**config.mk**
```make
export PLATFORM = sky130hd
export DESIGN_NAME = spi_mcp3202_scan
export DESIGN_NICKNAME = d
export VERILOG_FILES = /design/src/rtl/spi_mcp3202_scan.sv
export SDC_FILE = /design/constraint.sdc
export NUM_CORES = 1
export LEC_CHECK = 0
export CORE_MARGIN = 2
export CORE_UTILIZATION = 30
export DETAILED_ROUTE_END_ITERATION = 8
export SLEW_MARGIN = 0
export SYNTH_ARGS = -nofsm -noshare
export SYNTH_HDL_FRONTEND = slang
export SYNTH_SLANG_ARGS = --single-unit
```
**constraint.sdc**
```tcl
create_clock -name clk_i -period 2.05 [get_ports clk_i]
set_input_delay 0.205 -clock clk_i [delete_from_list [all_inputs] [get_ports clk_i]]
set_output_delay 0.205 -clock clk_i [all_outputs]
set_load 0.05 [all_outputs]
```
**src/rtl/spi_mcp3202_scan.sv**
```systemverilog
// SPI master for the MCP3202 12-bit ADC with CH0/CH1 round-robin scanning.
// Free-run or single-shot triggering, min CS-high time, overrun flag.
module spi_mcp3202_scan #(
   parameter int unsigned SCK_DIV    = 900,
   parameter int unsigned SAMPLE_DIV = 200000,
   parameter int unsigned TCSH_MIN   = 50,
   parameter bit          SGL        = 1'b1
) (
   input  logic        clk_i,
   input  logic        rst_i,
   input  logic        en_i,
   input  logic        trig_i,
   input  logic [1:0]  ch_mask_i,
   input  logic        miso_i,
   output logic        mosi_o,
   output logic        sck_o,
   output logic        cs_n_o,
   output logic [11:0] data_o,
   output logic        data_ch_o,
   output logic        dv_o,
   output logic        busy_o,
   output logic        ovr_o
);

   localparam int unsigned PW = $clog2(SCK_DIV);
   localparam int unsigned TW = (SAMPLE_DIV > 2) ? $clog2(SAMPLE_DIV) : 1;
   localparam int unsigned CW = (TCSH_MIN > 0) ? $clog2(TCSH_MIN + 1) : 1;

   localparam logic [PW-1:0] P_LAST = PW'(SCK_DIV - 1);
   localparam logic [PW-1:0] P_HALF = PW'(SCK_DIV / 2);
   localparam logic [TW-1:0] T_LAST = TW'(SAMPLE_DIV - 1);
   localparam logic [CW-1:0] C_MIN  = CW'(TCSH_MIN);
   localparam logic [4:0]    B_LAST = 5'd16;
   localparam logic [4:0]    B_DAT0 = 5'd5;

   typedef enum logic [1:0] {
      IDLE,
      WAIT_CSH,
      XFER,
      DONE
   } state_t;

   state_t        state_q, state_d;
   logic [TW-1:0] tick_q, tick_d;
   logic [CW-1:0] cshi_q, cshi_d;
   logic [4:0]    bit_q, bit_d;
   logic [PW-1:0] ph_q, ph_d;
   logic [11:0]   sreg_q, sreg_d;
   logic          ch_q, ch_d;
   logic          last_q, last_d;
   logic [11:0]   data_q, data_d;
   logic          dch_q, dch_d;

   logic tick;
   logic req;
   logic cs_met;
   logic nxt_ch;

   assign tick   = en_i && (tick_q == T_LAST);
   assign req    = (trig_i | tick) & (|ch_mask_i);
   assign cs_met = (cshi_q == C_MIN);

   assign cs_n_o    = (state_q != XFER);
   assign sck_o     = (state_q == XFER) && (ph_q >= P_HALF);
   assign dv_o      = (state_q == DONE);
   assign busy_o    = (state_q != IDLE);
   assign ovr_o     = req && (state_q != IDLE);
   assign data_o    = data_q;
   assign data_ch_o = dch_q;

   // Round-robin channel pick: alternate when both enabled, else the one set.
   always_comb begin
      nxt_ch = ch_mask_i[1];
      if (ch_mask_i == 2'b11) begin
         nxt_ch = ~last_q;
      end
   end

   // Command bit on MOSI for the current bit slot of the frame.
   always_comb begin
      mosi_o = 1'b0;
      if (state_q == XFER) begin
         case (bit_q)
            5'd0:    mosi_o = 1'b1;
            5'd1:    mosi_o = SGL;
            5'd2:    mosi_o = ch_q;
            5'd3:    mosi_o = 1'b1;
            default: mosi_o = 1'b0;
         endcase
      end
   end

   // Next-state logic for the FSM, timers and the receive datapath.
   always_comb begin
      state_d = state_q;
      bit_d   = bit_q;
      ph_d    = ph_q;
      sreg_d  = sreg_q;
      ch_d    = ch_q;
      last_d  = last_q;
      data_d  = data_q;
      dch_d   = dch_q;

      tick_d = tick_q + TW'(1);
      if (!en_i || tick) begin
         tick_d = '0;
      end

      cshi_d = cshi_q;
      if (!cs_n_o) begin
         cshi_d = '0;
      end else if (!cs_met) begin
         cshi_d = cshi_q + CW'(1);
      end

      unique case (state_q)
         IDLE: begin
            if (req) begin
               ch_d    = nxt_ch;
               last_d  = nxt_ch;
               bit_d   = '0;
               ph_d    = '0;
               state_d = cs_met ? XFER : WAIT_CSH;
            end
         end
         WAIT_CSH: begin
            if (cs_met) begin
               state_d = XFER;
            end
         end
         XFER: begin
            if (ph_q == P_HALF && bit_q >= B_DAT0) begin
               sreg_d = {sreg_q[10:0], miso_i};
            end
            if (ph_q == P_LAST) begin
               ph_d = '0;
               if (bit_q == B_LAST) begin
                  state_d = DONE;
                  data_d  = sreg_q;
                  dch_d   = ch_q;
               end else begin
                  bit_d = bit_q + 5'd1;
               end
            end else begin
               ph_d = ph_q + PW'(1);
            end
         end
         DONE: begin
            state_d = IDLE;
         end
         default: begin
            state_d = IDLE;
         end
      endcase
   end

   // State and datapath registers with synchronous reset.
   always_ff @(posedge clk_i) begin
      if (rst_i) begin
         state_q <= IDLE;
         tick_q  <= '0;
         cshi_q  <= '0;
         bit_q   <= '0;
         ph_q    <= '0;
         sreg_q  <= '0;
         ch_q    <= 1'b0;
         last_q  <= 1'b1;
         data_q  <= '0;
         dch_q   <= 1'b0;
      end else begin
         state_q <= state_d;
         tick_q  <= tick_d;
         cshi_q  <= cshi_d;
         bit_q   <= bit_d;
         ph_q    <= ph_d;
         sreg_q  <= sreg_d;
         ch_q    <= ch_d;
         last_q  <= last_d;
         data_q  <= data_d;
         dch_q   <= dch_d;
      end
   end

endmodule

```
Word level (Yosys, flattened, before mapping)

Cells that the tools add are included.
Widths: inputs -> output; s select.

$add $sub $neg: 4
$lt $le $gt $ge: 2
Equality and inequality tests: 18
Mux-type cells: 16
Bitwise gates (word level): 4
Reduce and logical (&&, ||, !) cells: 20

Operator list:

| operator              | number |
|---|---|
| $mux 10               | 2 |
| $pmux 10 s2           | 1 |
| $add 18x1->18 const B | 1 |
| $eq 18x18->1 const B  | 1 |
| $mux 5                | 3 |
| $add 10x1->10 const B | 1 |
| $eq 10x10->1 const B  | 1 |
| $eq 10x9->1 const B   | 1 |
| $eq 5x2->1 const B    | 2 |
| $ge 10x9->1 const B   | 1 |
| $mux 2                | 5 |
| $pmux 5 s2            | 1 |
| $ne 2x2->1 const B    | 4 |
| $pmux 2 s4            | 1 |
| $reduce_and 4->1      | 2 |
| $add 6x1->6 const B   | 1 |
| $eq 2x2->1 const B    | 3 |
| $eq 6x6->1 const B    | 1 |
| $reduce_and 2->1      | 3 |
| $reduce_or 2->1       | 3 |
| $add 5x1->5 const B   | 1 |
| $eq 5x1->1 const B    | 1 |
| $eq 5x5->1 const B    | 1 |
| $ge 5x3->1 const B    | 1 |
| other kinds (15)      | 22 |

Register bits: 68
Input port bits: 7
Output and inout bits: 19
Logic and storage cells: 74

Logic depth before layout (Yosys ltp)

Depth after elaboration: 6
Gate-level depth with buffers: 9
Depth with buffers taken out: 7

Least setup slack after synthesis

OpenSTA, ideal clock, no wires.

Path kind: reg-to-output
Start: register tick_q[14]
End: output ovr_o
Arrival time: 2.415 ns
Required time: 1.845 ns
Slack: -0.570 ns
Cell stages (with the launch flop): 5
Path through: dfxtp_1 -> or4_4 -> nor4_4 -> a31oi_1 -> nor3_1

Word-level cells in the longest chain between the ends: 5

RTL lines:

| element                | line | text |
|---|---|---|
| start, declared        | 44   | `logic [TW-1:0] tick_q, tick_d;` |
| start signal, assigned | 172  | `tick_q <= tick_d;` |
| $eq 18x18->1           | 59   | `assign tick = en_i && (tick_q == T_LAST);` |
| $logic_and 1x1->1      | 59   |  |
| $or 1x1->1             | 60   | `assign req = (trig_i \| tick) & (\|ch_mask_i);` |
| $and 1x1->1            | 60   |  |
| $logic_and 1x1->1      | 67   | `assign ovr_o = req && (state_q != IDLE);` |
| end, declared          | 22   | `output logic ovr_o` |

No other way between the ends.

Worst setup path in the final report

Start: register tick_q[17]
End: output ovr_o

Same word-level chain as after synthesis.

==> results.cfg <==
[timing]
finalClockSkew_ps = 10.95
setup_viol = 21
hold_viol = 0
finalMaxSlewViolations = 0
fmax_mhz = 445.9
relSlewSlack = 0.6336
period_share = 1.094
rsz0062_at_grt = yes
finalCriticalPeriod_ps = 2243
fin_ws_ps = -192.8
worst_pin_slew_ps = 544.6

[clocking]
clkTransAtPathRegs_ps = 80
cts.htree.levels = 3
root_buffer = clkbuf_8
cts.sinks = 68
cts_tree = built
insertion_delay_ps = 360
hold_buffers = 0
cts_buffer_depth = 2
cts_buffers = 9

[drt]
drc_errors = 0
wire_per_inst_um = 12.99
drt-total-wl_mm = 7.549
drt_iter0_markers = 109
routed_via_density = 4.849
vias = 2817
final_antenna_net_count = 0
dr.pass1.iters = 4

[power]
leakage_uw = 0.001569
finalPower_uw = 3181
peakVddDrop_uv = 339.9
p_per_area_mw_per_mm2 = 725.2

[setup_path]
worstPathMaxFanout = 2
required_ps = 1850
path_class = reg -> out
endpoint_kind = primary output
worst_ep_arrival_time_ps = 2040
max_stage_delay_ps = 540
startpoint_type = flop
path_cells = or4bb_4 -> nor4_4 -> buf_4 -> a31oi_4 -> nor3_4 -> buf_12
slowest_stage = or4bb_4

[synthesis]
syn_nets = 392
netlist_instances = 372
yosys_register_bits = 68
avgSynthCellArea_um2 = 8.583
synth_cell_types = 49
synth_enable_flop_cells = 0
ys_async_sr_fraction = 0
yosys.area.top_type = dfxtp_1
synth_area_mm2 = 0.003193
dominantRegCellSynth = dfxtp_1
yosys_warnings = 0
netlist.area_leader.share = 0.4263
ys_seq_area_frac = 0.4263
synth_area_leaders = dfxtp_1 43%, nand2_1 6.0%, nor2_1 5.9%

[min_path]
min_path_type = reg -> reg

[global_routing]
grt_pass1_vias = 2648
grt_use_total = 0.1374
grt_max_degree = 32
overflow = 0
grt_antenna_before_repair = 0
grt_pass1_wl_mm = 12.49

[layout]
drive_above_1_share = 0.2517
stdcell_count = 581
area_growth_pct = 37.38
fin_nets = 460
n_fill_cell = 1005
n_antenna_cell = 0

[placement]
routabilityCongestion = 0.8169
hpwlAfterDp_mm = 5.250
port_buffers = 25
pre_cts_ws_ps = -85.39
dp.cells = 558

[floorplan]
initial_core_util = 0.3093
fp.dieW_um = 107.2
core_mm2 = 0.01032
die-area_mm2 = 0.01148
core.rowCount = 37
ios = 26
die_h_um = 107.2

[status]
violations = setup timing
status = finished with violations

[run]
cap_viol_max_count = 0
registers in the layout (all words and copies together) (netlist names):
register	cells
data_ch_o	1
sreg_q	12
state_q	2
tick_q	18
bit_q	5
cshi_q	6
ph_q	10
data_o	12
ch_q	1
last_q	1
area by class of cell:
cell class | instances | area, um2 | area share
multi-input combinational | 273 | 1901 | 0.4333
clock inverter | 7 | 98.84 | 0.02253
sequential | 68 | 1368 | 0.3118
timing repair buffer | 71 | 656.9 | 0.1497
tap | 136 | 170.2 | 0.03879
clock buffer | 9 | 123.9 | 0.02824
inverter | 17 | 68.82 | 0.01569
cell usage in the layout, fill, tap and decap left out, types with 5 or more instances in the layout:
master           synthesis  routed
nor2_1                  50      49
o21ai_0                  7       5
nand4_1                  5       5
o211ai_1                 5       5
buf_4                    1      42
ha_1                    13      13
clkdlybuf4s50_1          0      19
dfxtp_2                  0       5
mux2i_1                 14      14
xnor2_1                 10      10
dfxtp_1                 68      63
clkbuf_8                 0       9
inv_1                   15      15
a21oi_1                 22      18
o31ai_2                  1       6
xor2_1                  11      11
nand2_1                 51      51
nand3_1                 27      26
buf_6                    0       5
metal layers:
layer / global-route usage / routed length [um]
met3: 0.03343 / 202
met1: 0.1728 / 3506
met2: 0.2229 / 3695
met4: 0.05937 / 143
met5: 0 / 0
worst paths after layout:
kind	start	to	slack, ps	cells past startpoint
max reg2reg	tick_q[17]$_SDFF_PP0_	bit_q[4]$_SDFFE_PP0P_	-150	6
max	tick_q[17]$_SDFF_PP0_	ovr_o	-190	6
min	data_o[6]$_SDFFE_PP0P_	data_o[6]$_SDFFE_PP0P_	450	2
min reg2reg	data_o[6]$_SDFFE_PP0P_	data_o[6]$_SDFFE_PP0P_	450	2
through the flow:
step                      utilization  TNS (ps)  hold slack (ps)  area, um2
after detailed placement       0.3810    -479.7            447.6       3934
after global placement         0.3810    -271.2            442.3       3934
after floorplan                     -    -295.9            350.9       3243
after CTS                      0.4115     -1300            459.4       4248
after global routing           0.4249     -4623            464.9       4387
final                          0.4249     -1310            453.7       4387
cells by family (layout without fill, tap and decap cells):
group,Yosys count,count (layout),share of synthesized area
simple gates,162,162,0.2426
fa+ha+maj,13,13,0.05094
buf+inv,31,104,0.03801
xor+xnor,21,21,0.05760
compound gates,62,62,0.1372
flops,68,68,0.4263
mux,15,15,0.04741
synth_stat cells (2+ instances only):
cell type and count:
dfxtp_1 68, nand2_1 51, nor2_1 50, nand3_1 27
a21oi_1 22, inv_1 15, mux2i_1 14, ha_1 13
clkbuf_1 12, xor2_1 11, xnor2_1 10, nor3_1 7
o21ai_0 7, o31ai_1 6, nand4_1 5, nor4_1 5
o211ai_1 5, and3_1 4, a211oi_1 3, a31oi_1 3
o32ai_1 3, clkinv_1 2, nand4b_1 2, o32ai_2 2
worst max-delay path, delay by kind of cell, from the launching register on:
family                 cells  cell delay (ps)
buffers and inverters      2              330
flip-flops                 1              330
AO/OA/AOI/OAI              1               80
AND/OR/NAND/NOR            3              950
repair_timing:
action | in CTS | in global routing
hold endpoints to repair | 0 | 0
pin swaps | 11 | 10
endpoints found under the setup margin | 16 | 21
resized for setup | 16 | 26
gates cloned | 1 | 0
setup buffers | 2 | 4
report_power, final:
| part | internal [uW] | switching, uW | total [uW] | leakage, uW |
|---|---|---|---|---|
| Combinational | 235 | 316 | 551 | 0.000907 |
| Sequential | 1350 | 25.3 | 1370 | 0.000552 |
| Clock | 693 | 565 | 1260 | 0.000110 |
(Power assumes the default switching activity.)
